### config.mk
export PLATFORM = sky130hd
export DESIGN_NAME = seq_controller_flat
export DESIGN_NICKNAME = d
export VERILOG_FILES = /design/src/rtl/seq_controller_if.sv /design/src/rtl/seq_controller.sv /design/src/flat_wrapper.sv
export SDC_FILE = /design/constraint.sdc
export NUM_CORES = 1
export LEC_CHECK = 0
export ABC_AREA = 0
export CORE_UTILIZATION = 50
export CTS_CLUSTER_SIZE = 28
export DETAILED_ROUTE_END_ITERATION = 10
export PLACE_DENSITY = 0.82
export SLEW_MARGIN = 5
export SYNTH_ARGS = -nofsm -noshare
export SYNTH_HDL_FRONTEND = slang
export SYNTH_SLANG_ARGS = --single-unit
### constraint.sdc
create_clock -name clk -period 4.6 [get_ports clk]
set_input_delay 0.92 -clock clk [delete_from_list [all_inputs] [get_ports clk]]
set_output_delay 0.92 -clock clk [all_outputs]
set_load 0.02 [all_outputs]
### src/rtl/seq_controller_if.sv
// Handshake bundle between the SEQ stage sequencer and the Y86-64 datapath.
// The sequencer uses the master view; the datapath (or a bench) uses the slave view.
interface seq_controller_if;
  logic        start;
  logic [3:0]  icode;
  logic [3:0]  rA;
  logic [3:0]  rB;
  logic        instr_valid;
  logic        imem_error;
  logic        Condition;
  logic        dmem_ready;
  logic        dmem_error;

  logic        fetch_en;
  logic        decode_en;
  logic        execute_en;
  logic        mem_en;
  logic        wb_en;
  logic        pc_en;
  logic        mem_read;
  logic        mem_write;
  logic [3:0]  srcA;
  logic [3:0]  srcB;
  logic [3:0]  dstE;
  logic [3:0]  dstM;
  logic [1:0]  stat;
  logic        busy;
  logic [31:0] instr_count;

  modport master (
    input  start, icode, rA, rB, instr_valid, imem_error,
           Condition, dmem_ready, dmem_error,
    output fetch_en, decode_en, execute_en, mem_en, wb_en, pc_en,
           mem_read, mem_write, srcA, srcB, dstE, dstM,
           stat, busy, instr_count
  );

  modport slave (
    output start, icode, rA, rB, instr_valid, imem_error,
           Condition, dmem_ready, dmem_error,
    input  fetch_en, decode_en, execute_en, mem_en, wb_en, pc_en,
           mem_read, mem_write, srcA, srcB, dstE, dstM,
           stat, busy, instr_count
  );
endinterface

### src/rtl/seq_controller.sv
// Multi-cycle stage sequencer for the SEQ Y86-64 core: one stage strobe per cycle,
// register-ID generation from the latched instruction, and status/halt tracking.
module seq_controller #(
  parameter int MEM_TIMEOUT = 16
) (
  input  logic             clk,
  input  logic             rst_n,
  seq_controller_if.master bus
);

  typedef enum logic [2:0] {
    ST_IDLE      = 3'd0,
    ST_FETCH     = 3'd1,
    ST_DECODE    = 3'd2,
    ST_EXECUTE   = 3'd3,
    ST_MEMORY    = 3'd4,
    ST_WRITEBACK = 3'd5,
    ST_PCUPD     = 3'd6,
    ST_HALT      = 3'd7
  } state_e;

  localparam int TW = $clog2(MEM_TIMEOUT) + 1;
  localparam logic [TW-1:0] TMO_LAST = TW'(MEM_TIMEOUT - 1);

  localparam logic [1:0] STAT_AOK = 2'd0;
  localparam logic [1:0] STAT_HLT = 2'd1;
  localparam logic [1:0] STAT_ADR = 2'd2;
  localparam logic [1:0] STAT_INS = 2'd3;

  localparam logic [3:0] I_HALT   = 4'h0;
  localparam logic [3:0] I_RRMOVQ = 4'h2;
  localparam logic [3:0] I_IRMOVQ = 4'h3;
  localparam logic [3:0] I_RMMOVQ = 4'h4;
  localparam logic [3:0] I_MRMOVQ = 4'h5;
  localparam logic [3:0] I_OPQ    = 4'h6;
  localparam logic [3:0] I_CALL   = 4'h8;
  localparam logic [3:0] I_RET    = 4'h9;
  localparam logic [3:0] I_PUSHQ  = 4'hA;
  localparam logic [3:0] I_POPQ   = 4'hB;

  localparam logic [3:0] R_RSP  = 4'h4;
  localparam logic [3:0] R_NONE = 4'hF;

  function automatic logic is_mem_read(input logic [3:0] ic);
    return (ic == I_MRMOVQ) || (ic == I_RET) || (ic == I_POPQ);
  endfunction

  function automatic logic is_mem_write(input logic [3:0] ic);
    return (ic == I_RMMOVQ) || (ic == I_CALL) || (ic == I_PUSHQ);
  endfunction

  function automatic logic [3:0] src_a_of(input logic [3:0] ic, input logic [3:0] ra);
    logic [3:0] r;
    case (ic)
      I_RRMOVQ, I_RMMOVQ, I_OPQ, I_PUSHQ: r = ra;
      I_RET, I_POPQ:                      r = R_RSP;
      default:                            r = R_NONE;
    endcase
    return r;
  endfunction

  function automatic logic [3:0] src_b_of(input logic [3:0] ic, input logic [3:0] rb);
    logic [3:0] r;
    case (ic)
      I_RMMOVQ, I_MRMOVQ, I_OPQ:       r = rb;
      I_CALL, I_RET, I_PUSHQ, I_POPQ:  r = R_RSP;
      default:                         r = R_NONE;
    endcase
    return r;
  endfunction

  // cmovXX only writes its destination when the condition held in EXECUTE.
  function automatic logic [3:0] dst_e_of(input logic [3:0] ic, input logic [3:0] rb,
                                          input logic cnd);
    logic [3:0] r;
    case (ic)
      I_RRMOVQ:                        r = cnd ? rb : R_NONE;
      I_IRMOVQ, I_OPQ:                 r = rb;
      I_CALL, I_RET, I_PUSHQ, I_POPQ:  r = R_RSP;
      default:                         r = R_NONE;
    endcase
    return r;
  endfunction

  function automatic logic [3:0] dst_m_of(input logic [3:0] ic, input logic [3:0] ra);
    logic [3:0] r;
    case (ic)
      I_MRMOVQ, I_POPQ: r = ra;
      default:          r = R_NONE;
    endcase
    return r;
  endfunction

  state_e        state_q, state_d;
  logic [3:0]    icode_q, icode_d;
  logic [3:0]    ra_q, ra_d;
  logic [3:0]    rb_q, rb_d;
  logic          cnd_q, cnd_d;
  logic [1:0]    stat_q, stat_d;
  logic [31:0]   cnt_q, cnt_d;
  logic [TW-1:0] tmo_q, tmo_d;
  logic          id_active_s;

  // State and datapath-control registers.
  always_ff @(posedge clk or negedge rst_n) begin
    if (!rst_n) begin
      state_q <= ST_IDLE;
      icode_q <= 4'h0;
      ra_q    <= R_NONE;
      rb_q    <= R_NONE;
      cnd_q   <= 1'b0;
      stat_q  <= STAT_AOK;
      cnt_q   <= 32'd0;
      tmo_q   <= '0;
    end else begin
      state_q <= state_d;
      icode_q <= icode_d;
      ra_q    <= ra_d;
      rb_q    <= rb_d;
      cnd_q   <= cnd_d;
      stat_q  <= stat_d;
      cnt_q   <= cnt_d;
      tmo_q   <= tmo_d;
    end
  end

  // Next-state logic; status is updated on the same edge that enters HALT.
  always_comb begin
    state_d = state_q;
    icode_d = icode_q;
    ra_d    = ra_q;
    rb_d    = rb_q;
    cnd_d   = cnd_q;
    stat_d  = stat_q;
    cnt_d   = cnt_q;
    tmo_d   = tmo_q;

    case (state_q)
      ST_IDLE: begin
        if (bus.start) begin
          state_d = ST_FETCH;
        end else begin
          state_d = ST_IDLE;
        end
      end

      ST_FETCH: begin
        icode_d = bus.icode;
        ra_d    = bus.rA;
        rb_d    = bus.rB;
        if (bus.imem_error) begin
          stat_d  = STAT_ADR;
          state_d = ST_HALT;
        end else if (!bus.instr_valid) begin
          stat_d  = STAT_INS;
          state_d = ST_HALT;
        end else begin
          state_d = ST_DECODE;
        end
      end

      ST_DECODE: begin
        state_d = ST_EXECUTE;
      end

      ST_EXECUTE: begin
        cnd_d = bus.Condition;
        if (is_mem_read(icode_q) || is_mem_write(icode_q)) begin
          tmo_d   = '0;
          state_d = ST_MEMORY;
        end else begin
          state_d = ST_WRITEBACK;
        end
      end

      // The faulting access never retires, so the count is left untouched.
      ST_MEMORY: begin
        if (bus.dmem_ready) begin
          if (bus.dmem_error) begin
            stat_d  = STAT_ADR;
            state_d = ST_HALT;
          end else begin
            state_d = ST_WRITEBACK;
          end
        end else if (tmo_q == TMO_LAST) begin
          stat_d  = STAT_ADR;
          state_d = ST_HALT;
        end else begin
          tmo_d   = tmo_q + TW'(1);
          state_d = ST_MEMORY;
        end
      end

      ST_WRITEBACK: begin
        state_d = ST_PCUPD;
      end

      ST_PCUPD: begin
        cnt_d = cnt_q + 32'd1;
        if (icode_q == I_HALT) begin
          stat_d  = STAT_HLT;
          state_d = ST_HALT;
        end else begin
          state_d = ST_FETCH;
        end
      end

      ST_HALT: begin
        state_d = ST_HALT;
      end

      default: begin
        state_d = ST_HALT;
      end
    endcase
  end

  assign id_active_s = (state_q == ST_DECODE)    || (state_q == ST_EXECUTE) ||
                       (state_q == ST_MEMORY)    || (state_q == ST_WRITEBACK) ||
                       (state_q == ST_PCUPD);

  // Moore decodes of the state register and latched instruction fields.
  always_comb begin
    bus.fetch_en    = (state_q == ST_FETCH);
    bus.decode_en   = (state_q == ST_DECODE);
    bus.execute_en  = (state_q == ST_EXECUTE);
    bus.mem_en      = (state_q == ST_MEMORY);
    bus.wb_en       = (state_q == ST_WRITEBACK);
    bus.pc_en       = (state_q == ST_PCUPD);
    bus.busy        = (state_q != ST_IDLE) && (state_q != ST_HALT);
    bus.stat        = stat_q;
    bus.instr_count = cnt_q;
    bus.mem_read    = 1'b0;
    bus.mem_write   = 1'b0;
    bus.srcA        = R_NONE;
    bus.srcB        = R_NONE;
    bus.dstE        = R_NONE;
    bus.dstM        = R_NONE;

    if (state_q == ST_MEMORY) begin
      bus.mem_read  = is_mem_read(icode_q);
      bus.mem_write = is_mem_write(icode_q);
    end else begin
      bus.mem_read  = 1'b0;
      bus.mem_write = 1'b0;
    end

    if (id_active_s) begin
      bus.srcA = src_a_of(icode_q, ra_q);
      bus.srcB = src_b_of(icode_q, rb_q);
      bus.dstE = dst_e_of(icode_q, rb_q, cnd_q);
      bus.dstM = dst_m_of(icode_q, ra_q);
    end else begin
      bus.srcA = R_NONE;
      bus.srcB = R_NONE;
      bus.dstE = R_NONE;
      bus.dstM = R_NONE;
    end
  end

endmodule

### src/flat_wrapper.sv
// flat-port wrapper written by rule: the top's interface ports become plain ports
module seq_controller_flat 
#(
  parameter int MEM_TIMEOUT = 16
)
  (clk, rst_n, bus_start, bus_icode, bus_rA, bus_rB, bus_instr_valid, bus_imem_error, bus_Condition, bus_dmem_ready, bus_dmem_error, bus_fetch_en, bus_decode_en, bus_execute_en, bus_mem_en, bus_wb_en, bus_pc_en, bus_mem_read, bus_mem_write, bus_srcA, bus_srcB, bus_dstE, bus_dstM, bus_stat, bus_busy, bus_instr_count);
  seq_controller_if bus_i ();
  input  logic clk;
  input  logic rst_n;
  input wire logic [$bits(bus_i.start)-1:0] bus_start;
  input wire logic [$bits(bus_i.icode)-1:0] bus_icode;
  input wire logic [$bits(bus_i.rA)-1:0] bus_rA;
  input wire logic [$bits(bus_i.rB)-1:0] bus_rB;
  input wire logic [$bits(bus_i.instr_valid)-1:0] bus_instr_valid;
  input wire logic [$bits(bus_i.imem_error)-1:0] bus_imem_error;
  input wire logic [$bits(bus_i.Condition)-1:0] bus_Condition;
  input wire logic [$bits(bus_i.dmem_ready)-1:0] bus_dmem_ready;
  input wire logic [$bits(bus_i.dmem_error)-1:0] bus_dmem_error;
  output wire logic [$bits(bus_i.fetch_en)-1:0] bus_fetch_en;
  output wire logic [$bits(bus_i.decode_en)-1:0] bus_decode_en;
  output wire logic [$bits(bus_i.execute_en)-1:0] bus_execute_en;
  output wire logic [$bits(bus_i.mem_en)-1:0] bus_mem_en;
  output wire logic [$bits(bus_i.wb_en)-1:0] bus_wb_en;
  output wire logic [$bits(bus_i.pc_en)-1:0] bus_pc_en;
  output wire logic [$bits(bus_i.mem_read)-1:0] bus_mem_read;
  output wire logic [$bits(bus_i.mem_write)-1:0] bus_mem_write;
  output wire logic [$bits(bus_i.srcA)-1:0] bus_srcA;
  output wire logic [$bits(bus_i.srcB)-1:0] bus_srcB;
  output wire logic [$bits(bus_i.dstE)-1:0] bus_dstE;
  output wire logic [$bits(bus_i.dstM)-1:0] bus_dstM;
  output wire logic [$bits(bus_i.stat)-1:0] bus_stat;
  output wire logic [$bits(bus_i.busy)-1:0] bus_busy;
  output wire logic [$bits(bus_i.instr_count)-1:0] bus_instr_count;
  assign bus_i.start = bus_start;
  assign bus_i.icode = bus_icode;
  assign bus_i.rA = bus_rA;
  assign bus_i.rB = bus_rB;
  assign bus_i.instr_valid = bus_instr_valid;
  assign bus_i.imem_error = bus_imem_error;
  assign bus_i.Condition = bus_Condition;
  assign bus_i.dmem_ready = bus_dmem_ready;
  assign bus_i.dmem_error = bus_dmem_error;
  assign bus_fetch_en = bus_i.fetch_en;
  assign bus_decode_en = bus_i.decode_en;
  assign bus_execute_en = bus_i.execute_en;
  assign bus_mem_en = bus_i.mem_en;
  assign bus_wb_en = bus_i.wb_en;
  assign bus_pc_en = bus_i.pc_en;
  assign bus_mem_read = bus_i.mem_read;
  assign bus_mem_write = bus_i.mem_write;
  assign bus_srcA = bus_i.srcA;
  assign bus_srcB = bus_i.srcB;
  assign bus_dstE = bus_i.dstE;
  assign bus_dstM = bus_i.dstM;
  assign bus_stat = bus_i.stat;
  assign bus_busy = bus_i.busy;
  assign bus_instr_count = bus_i.instr_count;
  seq_controller #(.MEM_TIMEOUT(MEM_TIMEOUT)) u_core (.clk(clk), .rst_n(rst_n), .bus(bus_i));
endmodule
==> impl_metrics.csv, run 1 <==
group,metric,value,unit
worst_setup_path,crit_fanout,17,
power_and_ir_drop,p_sw,0.286,mW
timing,slew_headroom,0.550,
global_routing,antenna_found_initial,0,
clock_network,cts_setup_buffers,0,
timing,worstMarginPinSlew,0.675,ns
timing,period_share,0.756,
power_and_ir_drop,switching_share,0.285,
clock_network,postCtsResizedCells,0,
power_and_ir_drop,share_seq_of_total_power,0.579,
timing,finalSetupViolations,0,
routing,dr.pass1.iters,4,
worst_setup_path,critPathArrivalTime,2.56,ns
synthesis,ys_seq_area_frac,0.469,
floorplan,die_x,78.9,um
floorplan,row_count,27,
timing,maxSlewViolCount,0,
job,drv_cap,0,
routing,drcViolationCount,0,
clock_network,clk_latency,0.31,ns
synthesis,synth_edf_count,0,
power_and_ir_drop,p_clk_frac,0.259,
global_routing,grt_usage,0.226,
hold_path,hold_class,"reg2reg",
layout,nets,382,
worst_setup_path,cp_slowest_cell,"dfrtp_1",
synthesis,ys_seq_elements,55,
clock_network,htreeDepth,2,
clock_network,path_clk_slew,0.09,ns
floorplan,io-pin-count,79,
layout,diodes,0,
place,place_hpwl,4750,um
synthesis,synth-main-ff-cell,"dfrtp_1",
synthesis,synth_top_cell_by_area,"dfrtp_1",
worst_setup_path,crit_type,"reg2out",
global_routing,grt_max_degree,56,
synthesis,synth_top_cell_area_share,0.398,
synthesis,synth_warnings,0,
timing,period_needed,3.48,ns
synthesis,synthesis.area,0.00295,mm2
floorplan,die_area,0.00622,mm2
synthesis,synthArstFlopShare,1.00,
clock_network,cts_made_buffers,5,
worst_setup_path,cp.required,3.68,ns
timing,hold_violations,0,
place,portBuffers,78,
worst_setup_path,slowest_delay,0.61,ns
routing,drt-initial-drc-count,159,
synthesis,syn_inst,280,
clock_network,cts_tree,"built",
timing,fmax,287,MHz
power_and_ir_drop,finalPower,1.00,mW
routing,drt-vias-per-instance,5.43,
synthesis,synth_area_leaders,"dfrtp_1, xnor2_1, dfstp_2, mux2_2, nand2_1",
synthesis,syn_area_per_cell,10.5,um2
power_and_ir_drop,p_int,0.717,mW
routing,routed_wl,6450,um
layout,syn_to_final_growth,31.1,%
power_and_ir_drop,ir_drop,176,uV
timing,fin_worst_skew,0.00563,ns
clock_network,cts_sinks,55,
worst_setup_path,crit_path_end_kind,"primary output",
floorplan,core,0.00561,mm2
global_routing,grt_overflow,0,
synthesis,ys_types,53,
timing,tns,0,ns
power_and_ir_drop,p_comb_frac,0.162,
routing,vias,2347,
power_and_ir_drop,powerDensity,259,mW/mm2
worst_setup_path,critPathLaunchType,"flop",
floorplan,start_util,0.527,
power_and_ir_drop,leakage,1.57,nW
clock_network,cts_buffer_depth,2,
clock_network,postCtsHoldBufs,0,
timing,rsz0062_at_grt,"no",
outcome,status,"finished, final reports clean",
global_routing,grt_pass1_wl,10900,um
clock_network,ctsRootBufferMaster,"clkbuf_8",
routing,postRouteAntennaNets,0,
worst_setup_path,path_cells,"and2_1, a21oi_4, nand3_1, or2_2, clkdlybuf4s50_1",
place,finalWeightedCongestion,0.833,
synthesis,syn_nets,303,
routing,wl_per_cell,14.9,um
global_routing,grt_pass1_vias,2207,
floorplan,die_h,78.9,um
layout,layout-drive-gt1-share,0.139,
[logic make-up (layout without fill, tap and decap cells)]
logic type / Yosys count / after routing / synth area share
AND/OR/NAND/NOR: 124 / 124 / 0.248
XOR/XNOR: 31 / 31 / 0.0919
adder cells (fa/ha/maj): 3 / 3 / 0.0127
buffers and inverters: 14 / 94 / 0.0237
multiplexers: 14 / 14 / 0.0530
flip-flops: 55 / 55 / 0.469
AO/OA/AOI/OAI: 39 / 39 / 0.101
[final timing paths]
| kind | start | slack [ns] | depth (start not counted) | endpoint |
|---|---|---|---|---|
| setup / recovery | u_core.state_q[2]$_DFF_PN0_ | 1.12 | 5 | bus_dstM[1] |
| hold / removal | u_core.bus.instr_count[31]$_DFFE_PN0P_ | 0.47 | 1 | u_core.bus.instr_count[31]$_DFFE_PN0P_ |
| setup reg to reg | u_core.state_q[2]$_DFF_PN0_ | 2.60 | 4 | u_core.tmo_q[3]$_DFFE_PN0P_ |
| hold reg to reg | u_core.bus.instr_count[31]$_DFFE_PN0P_ | 0.47 | 1 | u_core.bus.instr_count[31]$_DFFE_PN0P_ |
| max in group asynchronous | rst_n | 3.43 | 2 | u_core.tmo_q[2]$_DFFE_PN0P_ |
| min in group asynchronous | rst_n | 0.72 | 2 | u_core.icode_q[2]$_DFFE_PN0P_ |
[cells in the final DEF, fill, tap and decap left out, drive strengths merged, types with 2 or more instances in the layout]
master,n
buf,3
nand2b,4
and3,8
inv,6
xor2,4
a21oi,6
nand3b,3
or2,5
nor2b,2
dfstp,8
a21o,6
a211oi,2
xnor2,27
nor3,8
mux2,13
and2,6
o21ai,12
o41ai,2
clkdlybuf4s50,77
nor2,17
nand4,15
nand3,18
nand2,26
nor3b,4
dfrtp,47
ha,3
clkbuf,6
nor4,4
[cells in the mapped netlist (all sizes together), types with 2 or more instances]
master / number
a21oi: 6
and2: 6
inv: 6
nand3: 18
dfrtp: 47
nand3b: 3
xnor2: 27
or2: 5
and3: 8
buf: 6
xor2: 4
a211oi: 2
nor3: 8
nand2b: 4
o21ai: 12
nor4: 4
nor2: 17
a21o: 6
nor3b: 4
o41ai: 2
nor2b: 2
nand4: 15
clkbuf: 2
ha: 3
nand2: 26
mux2: 13
dfstp: 8
[routing by layer]
metal,vias up,global-route usage,share of wire
li1,1155,-,-
met1,1136,0.324,0.47
met2,46,0.345,0.47
met3,10,0.0391,0.038
met4,0,0.0782,0.018
met5,-,0,0
[sequential cells by signal, summed over array words and instances (netlist names)]
| name | flops |
|---|---|
| u_core.bus.instr_count | 32 |
| u_core.bus.stat | 2 |
| u_core.cnd_q | 1 |
| u_core.icode_q | 4 |
| u_core.ra_q | 4 |
| u_core.rb_q | 4 |
| u_core.state_q | 3 |
| u_core.tmo_q | 5 |
[final cells by class]
cell class              instances  area [um2]
multi-input cells             211        1500
fillers                       457        1740
repair buffers                 80         791
clock inverters                 2        12.5
flip-flops and latches         55        1390
clock buffers                   6        72.6
inverters                       6        22.5
well taps                      72        90.1
[power by group through the flow]
stage	Sequential (mW)	Combinational [mW]	Clock (mW)
floorplan	0.588	0.0822	0
finish	0.581	0.162	0.260
global route	0.590	0.180	0.288
CTS	0.581	0.164	0.268
global placement	0.587	0.158	0
detailed placement	0.589	0.163	0
[stage by stage]
step	instance area, um2	util	hold slack (ns)	worst slack [ns]	std cells
floorplan	2950	-	0.456	2.22	280
global placement	3790	0.675	0.463	1.52	424
detailed placement	3790	0.675	0.467	1.47	424
CTS	3870	0.690	0.480	1.11	432
global route	3870	0.690	0.510	0.957	432
finish	3870	0.690	0.474	1.12	432
[critical path, delay by kind of cell (launching register included)]
family / cells / cell delay (ns)
flops: 1 / 0.61
simple gates: 3 / 0.80
buf+inv: 1 / 0.54
compound gates: 1 / 0.30
Note: power is estimated with default switching activity, not from simulation.
==> run 2, diff against run 1 <==
CORE_UTILIZATION = 49   (was 50)
PLACE_DENSITY = 0.81   (was 0.82)
clock period = 3.57 ns   (was 4.6 ns; I/O delays follow)
==> run 2 against run 1 <==
  * First-iteration DRC count down 45%
  * Largest power group unchanged
  * Critical endpoint is now bus_dstM[3]
  * Worst hold slack worse by 0.051 ns
  * Sequential share of layout area down 0.37 points
  * Clock skew up 0.0063 ns
  * Clock-buffer cell count unchanged
  * Wire length up 4.6%
  * Flip-flop and latch count unchanged
  * Die area up 2.0%
  * Via count up 3.2%
  * Clock power up 52%
==> impl_metrics.csv, run 2 (synthesis gave the netlist of run 1 again) <==
group,metric,value,unit
outcome,status,"finished, final reports clean",
power_and_ir_drop,p_sw,0.360,mW
global_routing,antenna_found_initial,0,
clock_network,cts_setup_buffers,0,
power_and_ir_drop,ir_drop,378,uV
worst_setup_path,slowest_delay,0.61,ns
clock_network,clk_latency,0.31,ns
power_and_ir_drop,switching_share,0.266,
timing,worstMarginPinSlew,0.649,ns
floorplan,row_count,27,
place,finalWeightedCongestion,0.815,
routing,routed_wl,6750,um
routing,drt-vias-per-instance,5.58,
floorplan,start_util,0.523,
floorplan,die_area,0.00634,mm2
power_and_ir_drop,p_comb_frac,0.155,
worst_setup_path,crit_fanout,10,
global_routing,grt_usage,0.230,
clock_network,ctsRootBufferMaster,"clkbuf_8",
power_and_ir_drop,leakage,1.59,nW
timing,slew_headroom,0.567,
worst_setup_path,crit_type,"reg2out",
timing,maxSlewViolCount,0,
clock_network,cts_buffer_depth,2,
place,place_hpwl,5090,um
hold_path,hold_class,"in2async",
worst_setup_path,crit_path_end_kind,"primary output",
place,portBuffers,78,
global_routing,grt_pass1_wl,11200,um
floorplan,core,0.00564,mm2
routing,vias,2421,
power_and_ir_drop,finalPower,1.35,mW
layout,layout-drive-gt1-share,0.144,
clock_network,cts_tree,"built",
timing,finalSetupViolations,0,
layout,mostFrequentLayoutCells,"clkdlybuf4s50_1, dfrtp_1, xnor2_1",
worst_setup_path,path_cells,"buf_4, nor2_2, a21oi_4, nand3_1, or2_2, clkdlybuf4s50_1",
power_and_ir_drop,p_int,0.993,mW
timing,tns,0,ns
layout,diodes,0,
timing,fmax,308,MHz
layout,nFillCells,416,
power_and_ir_drop,share_seq_of_total_power,0.552,
worst_setup_path,critPathArrivalTime,2.53,ns
clock_network,cts_made_buffers,5,
routing,wl_per_cell,15.6,um
layout,largest_reg_flops,32,
power_and_ir_drop,p_clk_frac,0.292,
clock_network,cts_sinks,55,
floorplan,die_h,79.6,um
timing,period_needed,3.24,ns
routing,dr.pass1.iters,4,
clock_network,postCtsHoldBufs,0,
job,drv_cap,0,
timing,hold_violations,0,
worst_setup_path,critPathLaunchType,"flop",
timing,period_share,0.908,
worst_setup_path,r2r_cells,4,
clock_network,path_clk_slew,0.10,ns
layout,stdcell_count,434,
layout,post-route-util,0.693,
place,dp_cells,427,
global_routing,grt_pass1_vias,2312,
layout,mostFrequentLayoutCell,"clkdlybuf4s50_1",
timing,fin_worst_skew,0.0119,ns
floorplan,die_x,79.6,um
routing,postRouteAntennaNets,0,
layout,nets,385,
timing,worst_hold_slack,0.423,ns
worst_setup_path,cp.required,2.86,ns
clock_network,postCtsResizedCells,0,
clock_network,htreeDepth,2,
global_routing,grt_max_degree,30,
worst_setup_path,cp_slowest_cell,"dfrtp_1",
floorplan,io-pin-count,79,
global_routing,grt_overflow,0,
timing,rsz0062_at_grt,"no",
routing,drt-initial-drc-count,87,
layout,syn_to_final_growth,32.5,%
routing,drcViolationCount,0,
power_and_ir_drop,powerDensity,346,mW/mm2
[run 2: power by group through the flow]
stage,sequential [mW],clock [mW],combinational [mW]
3_5_place_dp,0.757,0,0.210
6_report,0.748,0.396,0.210
5_1_grt,0.757,0.433,0.236
2_1_floorplan,0.757,0,0.106
4_1_cts,0.747,0.406,0.212
3_3_place_gp,0.755,0,0.206
[run 2: path summary, 6_finish.rpt]
kind,from,end,slack [ns]
worst min-delay path,rst_n,u_core.bus.instr_count[18]$_DFFE_PN0P_,0.42
worst max-delay path,u_core.state_q[1]$_DFF_PN0_,bus_dstM[3],0.33
worst min register to register,u_core.bus.instr_count[30]$_DFFE_PN0P_,u_core.bus.instr_count[30]$_DFFE_PN0P_,0.49
max in group asynchronous,rst_n,u_core.tmo_q[3]$_DFFE_PN0P_,2.48
min in group clk,u_core.bus.instr_count[30]$_DFFE_PN0P_,u_core.bus.instr_count[30]$_DFFE_PN0P_,0.49
worst max register to register,u_core.state_q[0]$_DFF_PN0_,u_core.bus.instr_count[31]$_DFFE_PN0P_,1.61
[run 2: per-layer routing]
metal	GRT usage	part of all wire
met1	0.325	0.48
met2	0.357	0.48
met3	0.0377	0.029
met4	0.0782	0.013
met5	0	0
[run 2: area by class of cell]
cell class	instances	area [um2]	area share
Inverter	6	22.5	0.00576
Sequential cell	55	1390	0.354
Clock buffer	6	72.6	0.0186
Tap cell	72	90.1	0.0230
Timing Repair Buffer	83	813	0.208
Clock inverter	1	30.0	0.00768
Multi-Input combinational cell	211	1500	0.383
[run 2: metrics by stage]
stage / area, um2 / worst slack [ns]
4_1_cts: 3910 / 0.334
3_3_place_gp: 3810 / 0.753
6_report: 3910 / 0.328
3_5_place_dp: 3810 / 0.686
2_1_floorplan: 2950 / 1.39
5_1_grt: 3910 / 0.186
[run 2: critical path: cells and delay by family, from the launching register on]
| family | cells | cell delay (ns) |
|---|---|---|
| compound gates | 1 | 0.27 |
| buf+inv | 2 | 0.77 |
| flops | 1 | 0.61 |
| simple gates | 3 | 0.57 |
==> run 3, diff against run 2 <==
CORE_UTILIZATION = 44   (was 49)
PLACE_DENSITY = 0.77   (was 0.81)
clock period = 2.8 ns   (was 3.57 ns; I/O delays follow)
==> run 3 against run 2 <==
  * The flow now finishes with violations (design-rule violations)
  * Worst hold slack worse by 0.060 ns
  * Setup slack worse by 0.20 ns
  * Critical endpoint is now bus_dstE[3]
  * Clock-buffer cell count down 1
  * Critical path depth down 2
  * Final cell count up 1.8%
  * Sequential share of layout area down 0.45 points
  * Non-clock buffer count up 2
  * Flip-flop and latch count unchanged
  * Core utilization down 7.5 points
  * Combinational power up 28%
==> impl_metrics.csv, run 3 (synthesis gave the netlist of run 1 again) <==
group,metric,value,unit
timing,period_needed,2.68,ns
layout,regArea,0.00139,mm2
layout,layout-drive-gt1-share,0.162,
power_and_ir_drop,p_sw,0.483,mW
layout,largest_reg_flops,32,
global_routing,grt.met2_usage,0.308,
timing,rsz0062_at_grt,"no",
layout,mostFrequentLayoutCells,"clkdlybuf4s50_1, dfrtp_1, xnor2_1",
place,placed_area,0.00382,mm2
worst_setup_path,startpoint,"u_core.icode_q[1]$_DFFE_PN0P_",
clock_network,path_clk_slew,0.10,ns
place,portBuffers,78,
clock_network,cts_made_buffers,5,
global_routing,grtUsageMet3,0.0445,
worst_setup_path,crit_path_end_kind,"primary output",
global_routing,grt_pass1_vias,2302,
worst_setup_path,critPathArrivalTime,2.12,ns
global_routing,use_met1,0.280,
routing,drt-vias-per-instance,5.40,
power_and_ir_drop,share_seq_of_total_power,0.518,
power_and_ir_drop,leakage,1.61,nW
layout,nFillCells,538,
power_and_ir_drop,finalPower,1.84,mW
job,drv_cap,0,
floorplan,io-pin-count,79,
global_routing,antenna_found_initial,0,
clock_network,cts_sinks,55,
routing,drcViolationCount,4,
power_and_ir_drop,p_comb_frac,0.145,
place,dp_cells,433,
timing,hold_violations,0,
place,place_hpwl,4940,um
routing,drt-initial-drc-count,163,
floorplan,start_util,0.460,
worst_setup_path,cp.required,2.24,ns
clock_network,cts_buffer_depth,2,
routing,vias,2385,
power_and_ir_drop,ir_drop,367,uV
worst_setup_path,timing.rr.start,"u_core.state_q[0]$_DFF_PN0_",
timing,tns,0,ns
outcome,violations,"design-rule violations",
hold_path,hold_class,"in2async",
routing,dr.pass1.iters,7,
worst_setup_path,reg2reg_slack,0.87,ns
worst_setup_path,critPathLaunchType,"flop",
layout,diodes,0,
timing,slew_headroom,0.537,
power_and_ir_drop,p_int,1.36,mW
worst_setup_path,crit_type,"reg2out",
layout,nets,387,
worst_setup_path,crit_fanout,7,
clock_network,clk_latency,0.32,ns
global_routing,grt_usage,0.202,
worst_setup_path,r2r_cells,5,
place,finalWeightedCongestion,0.841,
power_and_ir_drop,powerDensity,465,mW/mm2
power_and_ir_drop,p_clk_frac,0.337,
clock_network,ctsRootBufferMaster,"clkbuf_8",
global_routing,grt_max_degree,56,
layout,post-route-util,0.618,
layout,stdcell_area,0.00397,mm2
layout,multi_input_area,0.00150,mm2
routing,routed_wl,6690,um
floorplan,die_area,0.00704,mm2
timing,worstMarginPinSlew,0.694,ns
layout,syn_to_final_growth,34.4,%
outcome,status,"finished with violations",
worst_setup_path,regToRegEndpoint,"u_core.bus.instr_count[31]$_DFFE_PN0P_",
clock_network,htreeDepth,2,
timing,fin_worst_skew,0.0111,ns
timing,maxSlewViolCount,0,
floorplan,row_count,29,
global_routing,grt_pass1_wl,11300,um
power_and_ir_drop,switching_share,0.262,
floorplan,core,0.00642,mm2
timing,period_share,0.955,
global_routing,busiest_layer,"met2",
clock_network,cts_tree,"built",
timing,finalSetupViolations,0,
layout,stdcell_count,442,
floorplan,die_x,83.9,um
routing,postRouteAntennaNets,0,
floorplan,die_h,83.9,um
global_routing,grt_overflow,0,
routing,wl_per_cell,15.1,um
timing,fmax,374,MHz
layout,mostFrequentLayoutCell,"clkdlybuf4s50_1",
run 3: cell types whose count changed in the layout (fill, tap and decap cells not counted), moves of 2 or more:
| cell | before | now |
|---|---|---|
| buf_4 | 5 | 7 |
| dfrtp_2 | 0 | 2 |
| clkdlybuf4s50_1 | 77 | 72 |
| dlygate4sd2_1 | 0 | 4 |
| dfrtp_1 | 47 | 45 |
run 3: how the worst max path moves through the flow:
| stage | end | slack, ns | depth (start not counted) |
|---|---|---|---|
| 2_1_floorplan | bus_dstE[2] | 0.78 | 6 |
| 3_3_place_gp | bus_dstM[1] | 0.32 | 5 |
| 3_5_place_dp | bus_dstM[0] | 0.28 | 5 |
| 4_1_cts | bus_dstE[2] | 0.007 | 4 |
| 5_1_grt | bus_mem_write | 0.004 | 5 |
| 6_report | bus_dstE[3] | 0.12 | 4 |
run 3: layout make-up:
class / count / share of cell area
multi-input cells: 211 / 0.378
flip-flops and latches: 55 / 0.350
repair buffers: 85 / 0.208
well taps: 77 / 0.0243
clock buffers: 5 / 0.0173
clock inverters: 3 / 0.0170
inverters: 6 / 0.00567
run 3: power groups by stage:
stage          combinational (mW)  clock [mW]  sequential [mW]
5_1_grt                     0.298       0.665            0.964
2_1_floorplan               0.135           0            0.966
3_3_place_gp                0.262           0            0.962
4_1_cts                     0.270       0.637            0.951
6_report                    0.268       0.621            0.955
3_5_place_dp                0.269           0            0.963
run 3: metal layers:
layer	wire length, um	share of wire
met1	3140	0.47
met2	3160	0.47
met4	155	0.023
met3	238	0.036
met5	0	0
run 3: repair_timing:
item,CTS,global route
buffers inserted,1,0
hold endpoints to repair,0,0
pin swaps,1,0
hold buffers,0,0
gates resized for setup,5,4
setup endpoints to repair,6,3
run 3: worst max-delay path: stages (launching register included):
cell,delay (ns)
dfrtp_1,0.53
inv_1,0.14
a211oi_1,0.34
a21o_1,0.19
clkdlybuf4s50_1,0.60
run 3: per-stage QoR:
step | hold WS (ns) | setup slack (ns)
6_report | 0.363 | 0.125
4_1_cts | 0.390 | 0.00745
5_1_grt | 0.415 | 0.00386
3_5_place_dp | 0.475 | 0.276
3_3_place_gp | 0.463 | 0.321
2_1_floorplan | 0.264 | 0.775
